$ cat src/rtl/operand_regfile_pkg.sv
// Shared default sizes and register index type for the operand register file.
package operand_regfile_pkg;

    localparam int XLEN_DEF = 32;
    localparam int NREG_DEF = 32;
    localparam int NRD_DEF  = 2;
    localparam int AW_DEF   = $clog2(NREG_DEF);

    typedef logic [AW_DEF-1:0] reg_idx_t;

endpackage

$ cat src/rtl/operand_regfile_rport.sv
// One operand read port: source mux, optional write bypass, registered capture.
// Optional feature macro: OPERAND_REGFILE_BYPASS_EN (forward same-cycle write data).
module operand_regfile_rport #(
    parameter int XLEN = 32,
    parameter int NREG = 32
) (
    input  logic                      CLK,
    input  logic                      RSTN,
    input  logic                      ren,
    input  logic [$clog2(NREG)-1:0]   addr,
    input  logic [NREG-1:0][XLEN-1:0] regs,
    input  logic [NREG-1:0]           busy,
`ifdef OPERAND_REGFILE_BYPASS_EN
    input  logic                      rd_wen,
    input  logic [$clog2(NREG)-1:0]   rd,
    input  logic [XLEN-1:0]           rd_data,
    input  logic                      alloc_en,
    input  logic [$clog2(NREG)-1:0]   alloc_rd,
    input  logic                      flush,
`endif
    output logic                      rs_busy,
    output logic [XLEN-1:0]           rs_data,
    output logic                      rs_vld
);

    logic            src_busy;
    logic [XLEN-1:0] operand;
    logic            accept;

    assign src_busy = busy[addr] & (addr != '0);

`ifdef OPERAND_REGFILE_BYPASS_EN
    logic hit;
    logic realloc;

    // A write landing this cycle resolves the hazard, unless a newer producer re-marks it.
    assign hit     = rd_wen & (rd == addr) & (rd != '0);
    assign realloc = alloc_en & ~flush & (alloc_rd == addr);
    assign rs_busy = src_busy & ~(hit & ~realloc);
    assign operand = hit ? rd_data : regs[addr];
`else
    assign rs_busy = src_busy;
    assign operand = regs[addr];
`endif

    assign accept = ren & ~rs_busy;

    always_ff @(posedge CLK or negedge RSTN) begin
        if (!RSTN) begin
            rs_data <= '0;
            rs_vld  <= 1'b0;
        end else begin
            rs_vld <= accept;
            if (accept) begin
                rs_data <= operand;
            end
        end
    end

endmodule

$ cat src/rtl/operand_regfile.sv
// Operand register file with pending-destination scoreboard and NRD registered read ports.
// Optional feature macro: OPERAND_REGFILE_BYPASS_EN (same-cycle write-to-read forwarding).
module operand_regfile
    import operand_regfile_pkg::*;
#(
    parameter int XLEN = XLEN_DEF,
    parameter int NREG = NREG_DEF,
    parameter int NRD  = NRD_DEF
) (
    input  logic                         CLK,
    input  logic                         RSTN,
    input  logic                         rd_wen,
    input  logic [$clog2(NREG)-1:0]      rd,
    input  logic [XLEN-1:0]              rd_data,
    input  logic                         alloc_en,
    input  logic [$clog2(NREG)-1:0]      alloc_rd,
    input  logic                         flush,
    input  logic [NRD-1:0]               rs_ren,
    input  logic [NRD*$clog2(NREG)-1:0]  rs_addr,
    output logic [NRD-1:0]               rs_busy,
    output logic [NRD*XLEN-1:0]          rs_data,
    output logic [NRD-1:0]               rs_vld
);

    localparam int AW = $clog2(NREG);

    logic [NREG-1:0][XLEN-1:0] x;
    logic [NREG-1:0]           busy;

    always_ff @(posedge CLK or negedge RSTN) begin
        if (!RSTN) begin
            x <= '0;
        end else if (rd_wen && (rd != '0)) begin
            x[rd] <= rd_data;
        end
    end

    // Alloc is applied after the write-clear so a same-index issue keeps the mark.
    always_ff @(posedge CLK or negedge RSTN) begin
        if (!RSTN) begin
            busy <= '0;
        end else if (flush) begin
            busy <= '0;
        end else begin
            if (rd_wen) begin
                busy[rd] <= 1'b0;
            end
            if (alloc_en) begin
                busy[alloc_rd] <= 1'b1;
            end
            busy[0] <= 1'b0;
        end
    end

    for (genvar i = 0; i < NRD; i++) begin : g_rport
        operand_regfile_rport #(
            .XLEN(XLEN),
            .NREG(NREG)
        ) u_rport (
            .CLK      (CLK),
            .RSTN     (RSTN),
            .ren      (rs_ren[i]),
            .addr     (rs_addr[i*AW +: AW]),
            .regs     (x),
            .busy     (busy),
`ifdef OPERAND_REGFILE_BYPASS_EN
            .rd_wen   (rd_wen),
            .rd       (rd),
            .rd_data  (rd_data),
            .alloc_en (alloc_en),
            .alloc_rd (alloc_rd),
            .flush    (flush),
`endif
            .rs_busy  (rs_busy[i]),
            .rs_data  (rs_data[i*XLEN +: XLEN]),
            .rs_vld   (rs_vld[i])
        );
    end

endmodule

$ cat config.mk
export PLATFORM = sky130hd
export DESIGN_NAME = operand_regfile
export DESIGN_NICKNAME = d
export VERILOG_FILES = /design/src/rtl/operand_regfile_pkg.sv /design/src/rtl/operand_regfile_rport.sv /design/src/rtl/operand_regfile.sv
export SDC_FILE = /design/constraint.sdc
export NUM_CORES = 2
export LEC_CHECK = 0
export CORE_MARGIN = 10
export CORE_UTILIZATION = 57
export DETAILED_ROUTE_END_ITERATION = 16
export PLACE_DENSITY = 0.83
export SYNTH_ARGS = -nofsm -noshare
export SYNTH_HDL_FRONTEND = slang
export SYNTH_SLANG_ARGS = --single-unit
$ cat constraint.sdc
create_clock -name CLK -period 2.18 [get_ports CLK]
set_input_delay 0.327 -clock CLK [delete_from_list [all_inputs] [get_ports CLK]]
set_output_delay 0.327 -clock CLK [all_outputs]
set_load 0.05 [all_outputs]
# Yosys cells after proc, flatten, opt, wreduce, memory -nomap -nowiden
# Index checks and enable logic that the tools add are counted.
[op_classes] bitwise=9 n_reduce_logical=6 order_cmp=6 mux=19
[op_table] op="1024-bit bitwise mux" n=1
[op_table] op="32-bit binary-select mux with 5-bit select" n=2
[op_table] op="32-bit 2-to-1 mux" n=7
[op_table] op="32-bit demux with 5-bit select" n=1
[op_table] op="32-bit AND" n=1
[op_table] op="32-bit inverter" n=1
[op_table] op="32-bit OR" n=1
[op_table] op="5-bit by 6-bit less-than comparator with 1-bit output, second input constant" n=4
[op_table] op="5-bit nonzero test" n=3
[op_table] op="1-bit binary-select mux with 5-bit select" n=2
[op_table] op="1-bit demux with 5-bit select" n=2
[op_table] op="5-bit by 1-bit greater-or-equal comparator with 1-bit output, second input constant" n=2
[op_table] op="1-bit AND" n=4
[op_table] op="1-bit 2-to-1 mux" n=4
[op_table] op="1-bit logical AND" n=3
[op_table] op="1-bit inverter" n=2
[totals] out_inout_bits=68 regBits=1122 inputBits=59

# Longest topological paths before layout
[depth] depth_word=11 depth_mapped=12

# By module
# A second synthesis with hierarchy kept.
[unflattened] cells_unflattened=4386 hier_area_um2=59915.0
[by_module_without_submodules] module="operand_regfile" area_each_um2=39372.8 instances=1 cells_per_inst=2410
[by_module_without_submodules] module="operand_regfile_rport" area_each_um2=10271.1 instances=2 cells_per_inst=988

# Least setup slack after synthesis
# Ideal clock, no wire load.
[synth_path] path_type="input-to-reg" from="input rs_addr[5]" to="register g_rport[1].u_rport.rs_data[23]" t_required_ns=2.055 setup_ns=0.125 setup_slack_ns=-0.175 cell_stages=7 t_arrival_ns=2.230 path_cell_list="buf_6 -> buf_2 -> clkbuf_1 -> mux4_2 -> a22oi_1 -> a21oi_1 -> mux2_4"
[synth_via] elab_chain_cells=5 word_cells_on_any_way=8 cone_classes="4 x mux; 3 x bitwise; 1 x reduce/logical"
[synth_rtl] item="from (decl)" line="operand_regfile.sv:19" text="input logic [NRD*$clog2(NREG)-1:0] rs_addr,"
[synth_rtl] item="1-bit binary-select mux with 5-bit select" line="operand_regfile_rport.sv:30" text="assign src_busy = busy[addr] & (addr != '0);"
[synth_rtl] item="1-bit 2-to-1 mux (implied by the code)" line="operand_regfile_rport.sv:30"
[synth_rtl] item="1-bit AND" line="operand_regfile_rport.sv:30"
[synth_rtl] item="1-bit inverter" line="operand_regfile_rport.sv:46" text="assign accept = ren & ~rs_busy;"
[synth_rtl] item="1-bit AND" line="operand_regfile_rport.sv:46"
[synth_rtl] item="to (signal assigned)" line="operand_regfile_rport.sv:55" text="rs_data <= operand;"
[synth_rtl] item="to (decl)" line="operand_regfile_rport.sv:22" text="output logic [XLEN-1:0] rs_data,"
# Parallel ways exist; a longest one is shown, timed or not. The select of a mux whose other input is x is not followed.
# A chain may end at the register's enable or synchronous reset.

# Worst setup path after layout
[layout_path] from="register busy[5]" to="output rs_busy[1]"
[layout_via] elab_chain_cells=3
[layout_rtl] item="from (decl)" line="operand_regfile.sv:28" text="logic [NREG-1:0] busy;"
[layout_rtl] item="from (signal assigned)" line="operand_regfile.sv:41" text="busy <= '0;"
[layout_rtl] item="from (signal assigned)" line="operand_regfile.sv:43" text="busy <= '0;"
[layout_rtl] item="from (signal, indexed assignment)" line="operand_regfile.sv:46" text="busy[rd] <= 1'b0;"
[layout_rtl] item="1-bit binary-select mux with 5-bit select" line="operand_regfile_rport.sv:30"
[layout_rtl] item="1-bit 2-to-1 mux (implied by the code)" line="operand_regfile_rport.sv:30"
[layout_rtl] item="1-bit AND" line="operand_regfile_rport.sv:30"
[layout_rtl] item="to (decl)" line="operand_regfile.sv:20" text="output logic [NRD-1:0] rs_busy,"
# No other way between the ends. The select of a mux whose other input is x is not followed.

==> results by group <==
Synth
  • Syn_area_per_cell: 14.4 sq um
  • Syn Nets: 4138
  • Count leader, synth: dfrtp_1
  • #FFs+latches synth: 1121
  • Post-synth EDFFs: 0
  • FFs w/ async S/R, synth: 100%
  • Biggest area consumer among synthesized cells: dfrtp_1
  • Synth area leaders: dfrtp_1, mux2_2, mux4_2
  • Syn Inst Count: 4079
  • Post-synth top flop: dfrtp_1
  • Seq/Total Area, Yosys: 47.6%
  • Synth cell count leaders: dfrtp_1, mux2_2, mux4_2, mux2i_1, clkbuf_1
  • Netlist Area Pre-Place: 0.0589 sq mm
  • Warnings from Yosys: 0
  • Yosys top cell area share: 47.6%
  • Count of different cell masters after synthesis: 50

Clock tree
  • Maximum buffer depth of the clock tree: 3
  • CTS clk-pin slew, worst paths: 0.07 ns
  • Cts bufs inserted: 115
  • CTS HTree Levels: 3
  • CTS tree: built
  • Root buffer selected by CTS: clkbuf_16
  • CTS Sinks: 1121
  • Worst-Skew Late Latency: 0.72 ns

Timing
  • Final setup vio count: 69
  • Final number of max-transition violations: 0
  • Fmax: 0.348 GHz
  • Setup slack after layout: -0.694 ns
  • Clock skew: 0.0229 ns
  • RSZ-0062 raised after global routing: true
  • Final period util: 132%
  • Slew @ Worst Pin: 0.944 ns
  • Final Hold Viols: 0
  • Tmin final: 2.87 ns
  • Worst slew margin: 36.9%

Critical path
  • CP Data Arrival Time: 2.55 ns
  • Crit end category: output pin
  • Slowest-stage cell, CP: nor4_1
  • CP cell instances: buf_4 > mux2_2 > o22ai_1 > nor4_1 > nor4_4 > buf_4 > inv_2 > buf_6
  • R2R Path Start: busy[5]$_DFF_PN0_
  • Reg-to-reg setup timing slack: -0.39 ns
  • Startpoint Class: flop
  • Reg2reg path depth: 9
  • Slowest stage delay, CP: 0.66 ns
  • Worst path most repeated cell: buf_4
  • Worst EP required: 1.85 ns
  • Critical path destination: rs_busy[1]
  • Worst r2r dst: g_rport[1].u_rport.rs_data[8]$_DFFE_PN0P_
  • Critical path origin: busy[5]$_DFF_PN0_
  • Crit-path max FO: 2
  • Critical path class: reg -> out

Cells and area
  • Fin cells: 5856
  • Area Overhead vs Synth: 19.1%
  • Final instance area: 0.0702 sq mm
  • Final net count: 4448
  • Layout cell share with drive strength beyond 1: 51.9%
  • Fill cell count: 6604

Place
  • Post-DP HPWL: 124000 microns
  • PortBufs: 126
  • DP Worst Slack: -0.519 ns
  • Placed inst area: 0.0656 sq mm
  • # placed instances: 5621
  • GPL Wtd Cong: 0.930

Floorplanning
  • Die Area: 0.117 sq mm
  • Die width: 341 microns
  • Initial core utilization: 57.7%
  • # IOs: 127
  • CORE AREA: 0.102 sq mm
  • Die Span Y: 341 microns
  • Rows: 117

Pwr
  • Leakage: 31.2 nW
  • Power Density: 913 mW/mm^2
  • Peak VDD IR: 792 uV

Drt
  • Drt total wl: 194000 microns
  • Met2 wire len: 86600 microns
  • Routed wl met3: 26100 microns
  • WL per Instance: 33.2 microns
  • Metal-1 WL: 68600 microns
  • Iteration-0 DRC Markers: 5297
  • Vias: 41.8k
  • Pre-antenna DRT Iters: 6
  • Detail Route Antenna Nets: 0
  • Drt via density: 7.14
  • Top layer in use: met5
  • Residual DRC: 0

Status
  • Status: finished, violations left
  • Failing checks: setup timing

Min path
  • Min-Delay Path Class: in -> reg

Global routing
  • Global-route wire length before repair: 289000 microns
  • GR Overflow Total: 0
  • Number of global-route vias before repair: 44.1k
  • GRT Resource Usage Total: 32.8%
  • Initial antenna violation count: 7
  • Largest net degree at the start of global routing: 81

Flow run
  • Max-cap violation count: 0
==> metrics by stage <==
step | total power [W] | utilization (%) | hold WS (ns) | setup TNS (ns)
after CTS | 0.0639 | 68.6 | 0.0509 | -15.01
after global routing | 0.0662 | 68.7 | 0.0867 | -23.90
after global placement | 0.0415 | 64.2 | 0.299 | -210.40
after floorplan | 0.0369 | - | 0.0314 | -1.93
final | 0.0641 | 68.7 | 0.0968 | -21.72
after detailed placement | 0.0423 | 64.2 | 0.301 | -251.72
==> how the worst min path moves through the flow <==
stage / start / to / slack (ns) / cells past startpoint
floorplan: RSTN / busy[10]$_DFF_PN0_ / 0.03 / 0
global placement: RSTN / x[829]$_DFFE_PN0P_ / 0.30 / 1
detailed placement: RSTN / x[829]$_DFFE_PN0P_ / 0.30 / 1
CTS: rs_addr[3] / g_rport[0].u_rport.rs_data[25]$_DFFE_PN0P_ / 0.05 / 4
global route: rs_addr[3] / g_rport[0].u_rport.rs_data[25]$_DFFE_PN0P_ / 0.09 / 4
finish: rs_addr[3] / g_rport[0].u_rport.rs_data[25]$_DFFE_PN0P_ / 0.1 / 4
==> per-layer routing <==
metal	vias to the layer above	track usage (%)
met2	3117	49.4
met3	877	11.1
met1	21545	41.7
met5	-	0.167
met4	12	17.8
li1	16245	-
==> timing repair <==
action / CTS / global route
endpoints found under the hold margin: 86 / 0
resized for setup: 92 / 15
endpoints found under the setup margin: 120 / 71
gates cloned: 7 / 0
hold buffers: 1 / 0
setup buffers: 6 / 6
pin swaps: 4 / 6
==> state kept, by name, indices dropped and copies added, names as in the netlist <==
signal / flops
busy: 31
g_rport.u_rport.rs_data: 64
x: 1024
g_rport.u_rport.rs_vld: 2
==> area by class of cell <==
cell class | count | area [sq um] | share of cell area, %
multi-input cells | 2491 | 29100 | 41.4
flip-flops and latches | 1121 | 28100 | 40.0
repair buffers | 648 | 7140 | 10.2
clock buffers | 163 | 3430 | 4.89
well taps | 1368 | 1710 | 2.44
clock inverters | 49 | 736 | 1.05
inverters | 12 | 45.0 | 0.0642
diodes | 4 | 10.0 | 0.0143
==> cell families (layout without fill, tap and decap cells) <==
| family | after synthesis | count (layout) | synth area share, % |
|---|---|---|---|
| compound gates | 441 | 441 | 4.93 |
| mux | 1821 | 1821 | 42.1 |
| buf+inv | 467 | 872 | 3.51 |
| simple gates | 229 | 229 | 1.89 |
| flops | 1121 | 1121 | 47.6 |
| other cells | 0 | 4 | 0 |
==> layout by cell type (no fill, tap or decap), drive strengths merged, types with 2 or more instances in the layout <==
master	n
buf	542
and2	9
and3b	4
a32oi	7
mux2	1127
nand3b	4
o211ai	15
a21oi	129
clkinv	21
clkdlybuf4s15	5
nand2	92
nor2b	25
diode	4
or2	2
bufinv	17
dfrtp	1121
a211oi	18
mux2i	293
dlygate4sd2	49
o2111a	2
nor3	2
clkdlybuf4s50	47
and3	3
nor4	2
inv	15
a31oi	18
mux4	401
clkinvlp	8
a22oi	105
nor2	41
a221oi	69
clkbuf	166
nand4	9
nor3b	8
o21ai	71
o22ai	2
nand3	21
nand2b	3
==> critical path, delay by kind of cell, from the launching register on <==
family | cells | cell delay [ns]
flip-flops | 1 | 0.36
multiplexers | 1 | 0.14
AND/OR/NAND/NOR | 2 | 0.77
AO/OA/AOI/OAI | 1 | 0.09
buffers and inverters | 4 | 0.47
==> power by group <==
group | internal (W) | total (W) | switching (W)
clock | 0.0129 | 0.0216 | 0.00863
combinational | 0.00788 | 0.0143 | 0.00644
sequential | 0.0247 | 0.0282 | 0.00346
Note: power is estimated with default switching activity, not from simulation.
